### config.mk
export PLATFORM = sky130hd
export DESIGN_NAME = hazard_controller
export DESIGN_NICKNAME = d
export VERILOG_FILES = /design/src/rtl/hazard_controller.sv
export SDC_FILE = /design/constraint.sdc
export NUM_CORES = 1
export LEC_CHECK = 0
export CAP_MARGIN = 15
export CORE_ASPECT_RATIO = 0.9
export CORE_MARGIN = 2
export CORE_UTILIZATION = 45
export DETAILED_ROUTE_END_ITERATION = 7
export GPL_ROUTABILITY_DRIVEN = 0
export HOLD_SLACK_MARGIN = 0.05
export PLACE_DENSITY = 0.8
export SYNTH_ARGS = -nofsm -noshare
export SYNTH_HDL_FRONTEND = slang
export SYNTH_SLANG_ARGS = --single-unit
### constraint.sdc
create_clock -name i_clk -period 3.3 [get_ports i_clk]
set_input_delay 0.66 -clock i_clk [delete_from_list [all_inputs] [get_ports i_clk]]
set_output_delay 0.66 -clock i_clk [all_outputs]
set_load 0.02 [all_outputs]
### src/rtl/hazard_controller.sv
// Pipeline hazard sequencer: decides when IF/ID/EX must stall, bubble or flush
// for load-use, multi-cycle mult/div and taken-branch hazards, and counts
// stall cycles in a saturating counter.
//
//   state    | meaning
//   ---------+-------------------------------------------------------------
//   RUN      | normal issue; outputs are decoded combinationally from inputs
//   MD_BUSY  | mult/div occupies EX; hold the front end and insert bubbles
//   FLUSH    | extra flush cycles after a taken branch (FLUSH_CYCLES > 1)
module hazard_controller #(
  parameter int MD_LATENCY   = 8,
  parameter int FLUSH_CYCLES = 1,
  parameter int CNT_WIDTH    = 16,
  parameter int AWIDTH       = 5
) (
  input  logic                 i_clk,
  input  logic                 i_rst,
  input  logic                 hz_i_ds_valid,
  input  logic [AWIDTH-1:0]    hz_i_ds_addr_rs1,
  input  logic [AWIDTH-1:0]    hz_i_ds_addr_rs2,
  input  logic                 hz_i_ds_use_rs2,
  input  logic                 hz_i_ds_md,
  input  logic                 hz_i_es_memread,
  input  logic                 hz_i_es_regwrite,
  input  logic [AWIDTH-1:0]    hz_i_es_addr_rd,
  input  logic                 hz_i_es_branch_taken,
  input  logic                 hz_i_cnt_clr,
  output logic                 hz_o_stall,
  output logic                 hz_o_bubble,
  output logic                 hz_o_flush,
  output logic                 hz_o_md_start,
  output logic                 hz_o_md_busy,
  output logic [1:0]           hz_o_state,
  output logic [CNT_WIDTH-1:0] hz_o_stall_cnt
);

  localparam int TMAX = (MD_LATENCY > FLUSH_CYCLES) ? MD_LATENCY : FLUSH_CYCLES;
  localparam int TW   = $clog2(TMAX + 1);
  localparam logic [TW-1:0] MD_RELOAD = TW'(MD_LATENCY - 1);
  localparam logic [TW-1:0] FL_RELOAD = TW'(FLUSH_CYCLES - 1);
  localparam logic [TW-1:0] TMR_ONE   = TW'(1);

  typedef enum logic [1:0] {
    ST_RUN     = 2'd0,
    ST_MD_BUSY = 2'd1,
    ST_FLUSH   = 2'd2
  } state_e;

  state_e               state_q, state_d;
  logic [TW-1:0]        tmr_q, tmr_d;
  logic                 md_done_q, md_done_d;
  logic [CNT_WIDTH-1:0] stall_cnt_q;

  logic lu;
  logic stall_c, bubble_c, flush_c, md_start_c, md_busy_c;

  // A load whose destination feeds the decode-stage instruction; r0 never hazards.
  assign lu = hz_i_es_memread & hz_i_es_regwrite & (hz_i_es_addr_rd != '0) & hz_i_ds_valid &
              ((hz_i_ds_addr_rs1 == hz_i_es_addr_rd) |
               (hz_i_ds_use_rs2 & (hz_i_ds_addr_rs2 == hz_i_es_addr_rd)));

  // Next-state and hazard-output decode; branch beats load-use beats mult/div.
  always_comb begin
    state_d    = state_q;
    tmr_d      = tmr_q;
    md_done_d  = md_done_q;
    stall_c    = 1'b0;
    bubble_c   = 1'b0;
    flush_c    = 1'b0;
    md_start_c = 1'b0;
    md_busy_c  = 1'b0;
    case (state_q)
      ST_RUN: begin
        // md_done only needs to mask the single cycle in which the finished op leaves decode
        md_done_d = 1'b0;
        if (hz_i_es_branch_taken) begin
          flush_c = 1'b1;
          if (FLUSH_CYCLES > 1) begin
            state_d = ST_FLUSH;
            tmr_d   = FL_RELOAD;
          end
        end else if (lu) begin
          stall_c  = 1'b1;
          bubble_c = 1'b1;
        end else if (hz_i_ds_valid && hz_i_ds_md && !md_done_q) begin
          md_start_c = 1'b1;
          stall_c    = 1'b1;
          bubble_c   = 1'b1;
          state_d    = ST_MD_BUSY;
          tmr_d      = MD_RELOAD;
        end
      end
      ST_MD_BUSY: begin
        stall_c   = 1'b1;
        bubble_c  = 1'b1;
        md_busy_c = 1'b1;
        tmr_d     = tmr_q - TMR_ONE;
        if (tmr_q == TMR_ONE) begin
          state_d   = ST_RUN;
          md_done_d = 1'b1;
        end
      end
      ST_FLUSH: begin
        flush_c = 1'b1;
        if (hz_i_es_branch_taken) begin
          tmr_d = FL_RELOAD;
        end else begin
          tmr_d = tmr_q - TMR_ONE;
          if (tmr_q == TMR_ONE) state_d = ST_RUN;
        end
      end
      default: begin
        state_d = ST_RUN;
        tmr_d   = '0;
      end
    endcase
  end

  // Outputs are forced low for the whole time reset is held, even mid-sequence.
  assign hz_o_stall     = stall_c    & i_rst;
  assign hz_o_bubble    = bubble_c   & i_rst;
  assign hz_o_flush     = flush_c    & i_rst;
  assign hz_o_md_start  = md_start_c & i_rst;
  assign hz_o_md_busy   = md_busy_c  & i_rst;
  assign hz_o_state     = state_q;
  assign hz_o_stall_cnt = stall_cnt_q;

  // FSM state, cycle timer and mult/div completion flag.
  always_ff @(posedge i_clk or negedge i_rst) begin
    if (!i_rst) begin
      state_q   <= ST_RUN;
      tmr_q     <= '0;
      md_done_q <= 1'b0;
    end else begin
      state_q   <= state_d;
      tmr_q     <= tmr_d;
      md_done_q <= md_done_d;
    end
  end

  // Saturating stall-cycle counter; clear wins over a coincident stall.
  always_ff @(posedge i_clk or negedge i_rst) begin
    if (!i_rst) begin
      stall_cnt_q <= '0;
    end else if (hz_i_cnt_clr) begin
      stall_cnt_q <= '0;
    end else if (hz_o_stall && (stall_cnt_q != '1)) begin
      stall_cnt_q <= stall_cnt_q + 1'b1;
    end
  end

endmodule

==> flow_summary.ini, run 1 <==
[clock_network]
cts_setup_buffers = 0
cts.clk_slew.worst_paths_ns = 0.12
cts_tree = done
clk_latency_ns = 0.31
cts_sinks = 22
cts_inserted_buffers = 3
clock_tree.root_cell = clkbuf_4
ctsLongestPathBuffers = 2
htree_levels = 1

[global_route]
grt_pass1_vias = 1369
grt_pass1_wl_um = 6140
grt.overflow.total = 0
antenna_found_initial = 0
grt_usage_pct = 21.2
grt_max_degree = 27

[yosys]
yosysUniqueCellTypes = 39
yosys_warnings = 0
synthMuxAreaShare_pct = 5.46
synthXorXnorAreaFrac_pct = 7.40
syn-num-nets = 183
synth_fa_ha_area_share_pct = 2.64
async_flop_share_pct = 100
ys_ff_latch = 22
synth-main-ff-cell = dfrtp_1
synth-compound-area-share_pct = 14.1
synth_top_family_by_area = simple AND/OR/NAND/NOR gates
syn_avg_cell_area_sq_um = 9.10
synth_edf_count = 0
yosysSeqAreaShare_pct = 38.8
syn-instance-count = 156
synth-simple-area-share_pct = 25.2
post_synth_instance_area_sq_mm = 0.00142

[finish]
most-common-layout-cells = 42 x clkdlybuf4s50_1, 22 x dfrtp_1, 13 x nand2_1, 13 x nor2_1
utilization_pct = 64.1
drive_above_1_share_pct = 10.8
multi_input_area_sq_um = 787
nFillCells = 251
regArea_sq_um = 551
nNetsFinal = 232
diodes = 0
area_growth_pct = 37.4
final_common_cell = clkdlybuf4s50_1

[worst_setup_path]
crit_fanout = 2
critPathRequiredTime_ns = 2.64
path_class = in2out
crit_arrival_ns = 2.53
cpLargestDelayFamily = buffers and inverters
cp-end-kind = primary output
startpoint_type = input pin
reg2reg_depth = 6
cp.depth = 7
crit_path_top_delay_cell = or4_1
cpPeakStageDelay_ns = 0.52
path_cells = clkdlybuf4s50_1 -> or4_1 -> o2111ai_1 -> inv_1 -> a2111o_1 -> nor3_2 -> buf_4
path_buf_inv = 3

[outcome]
status = complete, no violations

[hold_path]
worstHoldPathType = reg2reg
hold_depth = 1

[drt]
dr.first_iter.drc_count = 82
vias_per_cell = 5.65
routedWlPerCell_um = 14.8
drtPass1Iterations = 4
via_count = 1391
wirelength_um = 3630
drcViolationCount = 0
ant_nets = 0

[floorplanning]
rows = 19
ioPinCount = 47
initial_utilization_pct = 46.7
fp.dieW_um = 63.2
die_area_sq_mm = 0.00362
core_area_sq_mm = 0.00304
die_h_um = 57.3

[power_and_ir_drop]
p_sw_mw = 0.298
power_frac_seq_pct = 43.4
internal_power_mw = 0.520
cellPowerDensity_mw_per_mm2 = 419
vdd_drop_max_v = 0.000416
p_clk_share_pct = 18.5
swShare_pct = 36.4
leakage_nw = 0.778
power_frac_comb_pct = 38.1

[sta]
rsz0062_at_grt = no
setup_slack_ns = 0.114
max_slew_margin_pct = 47.1
fin_worst_skew_ns = 0.0104
fin_crit_ns = 3.19
fmax_ghz = 0.314
holdWs_ns = 0.552
worst_pin_slew_ns = 0.791
setup_viol = 0
fin_crit_sh_pct = 96.5
hold_violations = 0
slew_viol_final = 0

[run]
max_cap_viol_count = 0

[placement]
pre_cts_slack_ns = -0.426
portBuffers = 45
dp_hpwl_um = 2770
==> timing repair <==
action	4_1_cts	5_1_grt
hold buffers	0	0
resized for setup	7	6
pin swaps	0	1
endpoints found under the setup margin	3	3
==> worst paths after layout <==
| check | slack [ns] | end | start |
|---|---|---|---|
| worst max-delay path | 0.11 | hz_o_md_start | hz_i_es_addr_rd[1] |
| worst min-delay path | 0.55 | md_done_q | md_done_q |
| worst max register to register | 1.02 | hz_o_stall_cnt[13] | hz_o_state[0] |
| worst min register to register | 0.55 | md_done_q | md_done_q |
| max in group asynchronous | 2.09 | hz_o_stall_cnt[0] | i_rst |
| min in group asynchronous | 0.56 | hz_o_state[0] | i_rst |
==> flip-flops by register name, indices dropped and copies added (netlist names) <==
| signal | cells |
|---|---|
| tmr_q | 4 |
| hz_o_stall_cnt | 16 |
| hz_o_state | 1 |
| md_done_q | 1 |
==> final cells by class <==
type                       instances  share of cell area (%)
tap                               42                    2.69
inverter                           7                    1.35
sequential                        22                    28.2
timing repair buffer              53                    25.5
multi-input combinational        118                    40.3
clock buffer                       4                    1.86
==> power groups by stage <==
stage               logic [mW]  registers (mW)  clock network [mW]
floorplan                0.227           0.342                   0
global placement         0.298           0.355                   0
detailed placement       0.317           0.359                   0
CTS                      0.315           0.353               0.154
global route             0.339           0.360               0.170
finish                   0.311           0.355               0.151
==> layer usage <==
metal | global-route usage [%] | share of wire (%) | vias up
met4 | 4.35 | 1.6 | 0
met3 | 3.16 | 3.6 | 6
met5 | 0 | 0 | -
met2 | 40.6 | 53 | 35
met1 | 25.5 | 42 | 693
li1 | - | - | 657
==> kinds of logic after synthesis <==
| group | count (synthesis) |
|---|---|
| AOI/OAI and AO/OA | 29 |
| xor gates and xnor gates | 12 |
| adders and majority gates | 3 |
| buffers and inverters | 16 |
| DFF | 22 |
| muxes | 7 |
| other | 1 |
| and+or+nand+nor | 66 |
==> cells in the mapped netlist (2+ instances only) <==
| master | instances | area share [%] |
|---|---|---|
| a21oi_1 | 11 | 3.9 |
| a22oi_1 | 2 | 1.1 |
| and3_1 | 2 | 0.88 |
| buf_4 | 3 | 1.6 |
| buf_6 | 2 | 1.6 |
| clkbuf_1 | 3 | 0.79 |
| dfrtp_1 | 22 | 39 |
| ha_1 | 3 | 2.6 |
| inv_1 | 7 | 1.9 |
| mux2_1 | 2 | 1.6 |
| mux2_2 | 4 | 3.2 |
| nand2_1 | 13 | 3.4 |
| nand3_1 | 4 | 1.4 |
| nand4_1 | 5 | 2.2 |
| nor2_1 | 13 | 3.4 |
| nor2b_1 | 6 | 2.6 |
| nor3_1 | 3 | 1.1 |
| nor4_1 | 4 | 1.8 |
| o21ai_0 | 3 | 1.1 |
| o31ai_1 | 7 | 3.7 |
| or3_1 | 2 | 0.88 |
| or4_1 | 8 | 4.2 |
| xnor2_1 | 11 | 6.8 |
==> metrics by stage <==
stage	setup TNS, ns	power (mW)	instance area [sq um]	std cells
3_3_place_gp	-0.856	0.653	1920	242
3_5_place_dp	-0.934	0.676	1920	242
4_1_cts	-0.0627	0.822	1950	246
5_1_grt	0	0.869	1950	246
6_report	0	0.817	1950	246
2_1_floorplan	0	0.570	1420	156
(Power assumes the default switching activity.)
==> run 2, diff against run 1 <==
- SLEW_MARGIN: unset -> 20
==> results of run 2 <==
The final DEF is identical to that of run 1; final timing and power are the same.
==> run 3, diff against run 2 <==
- TNS_END_PERCENT: unset -> 20
==> results of run 3 <==
The final DEF is identical to that of run 1; final timing and power are the same.
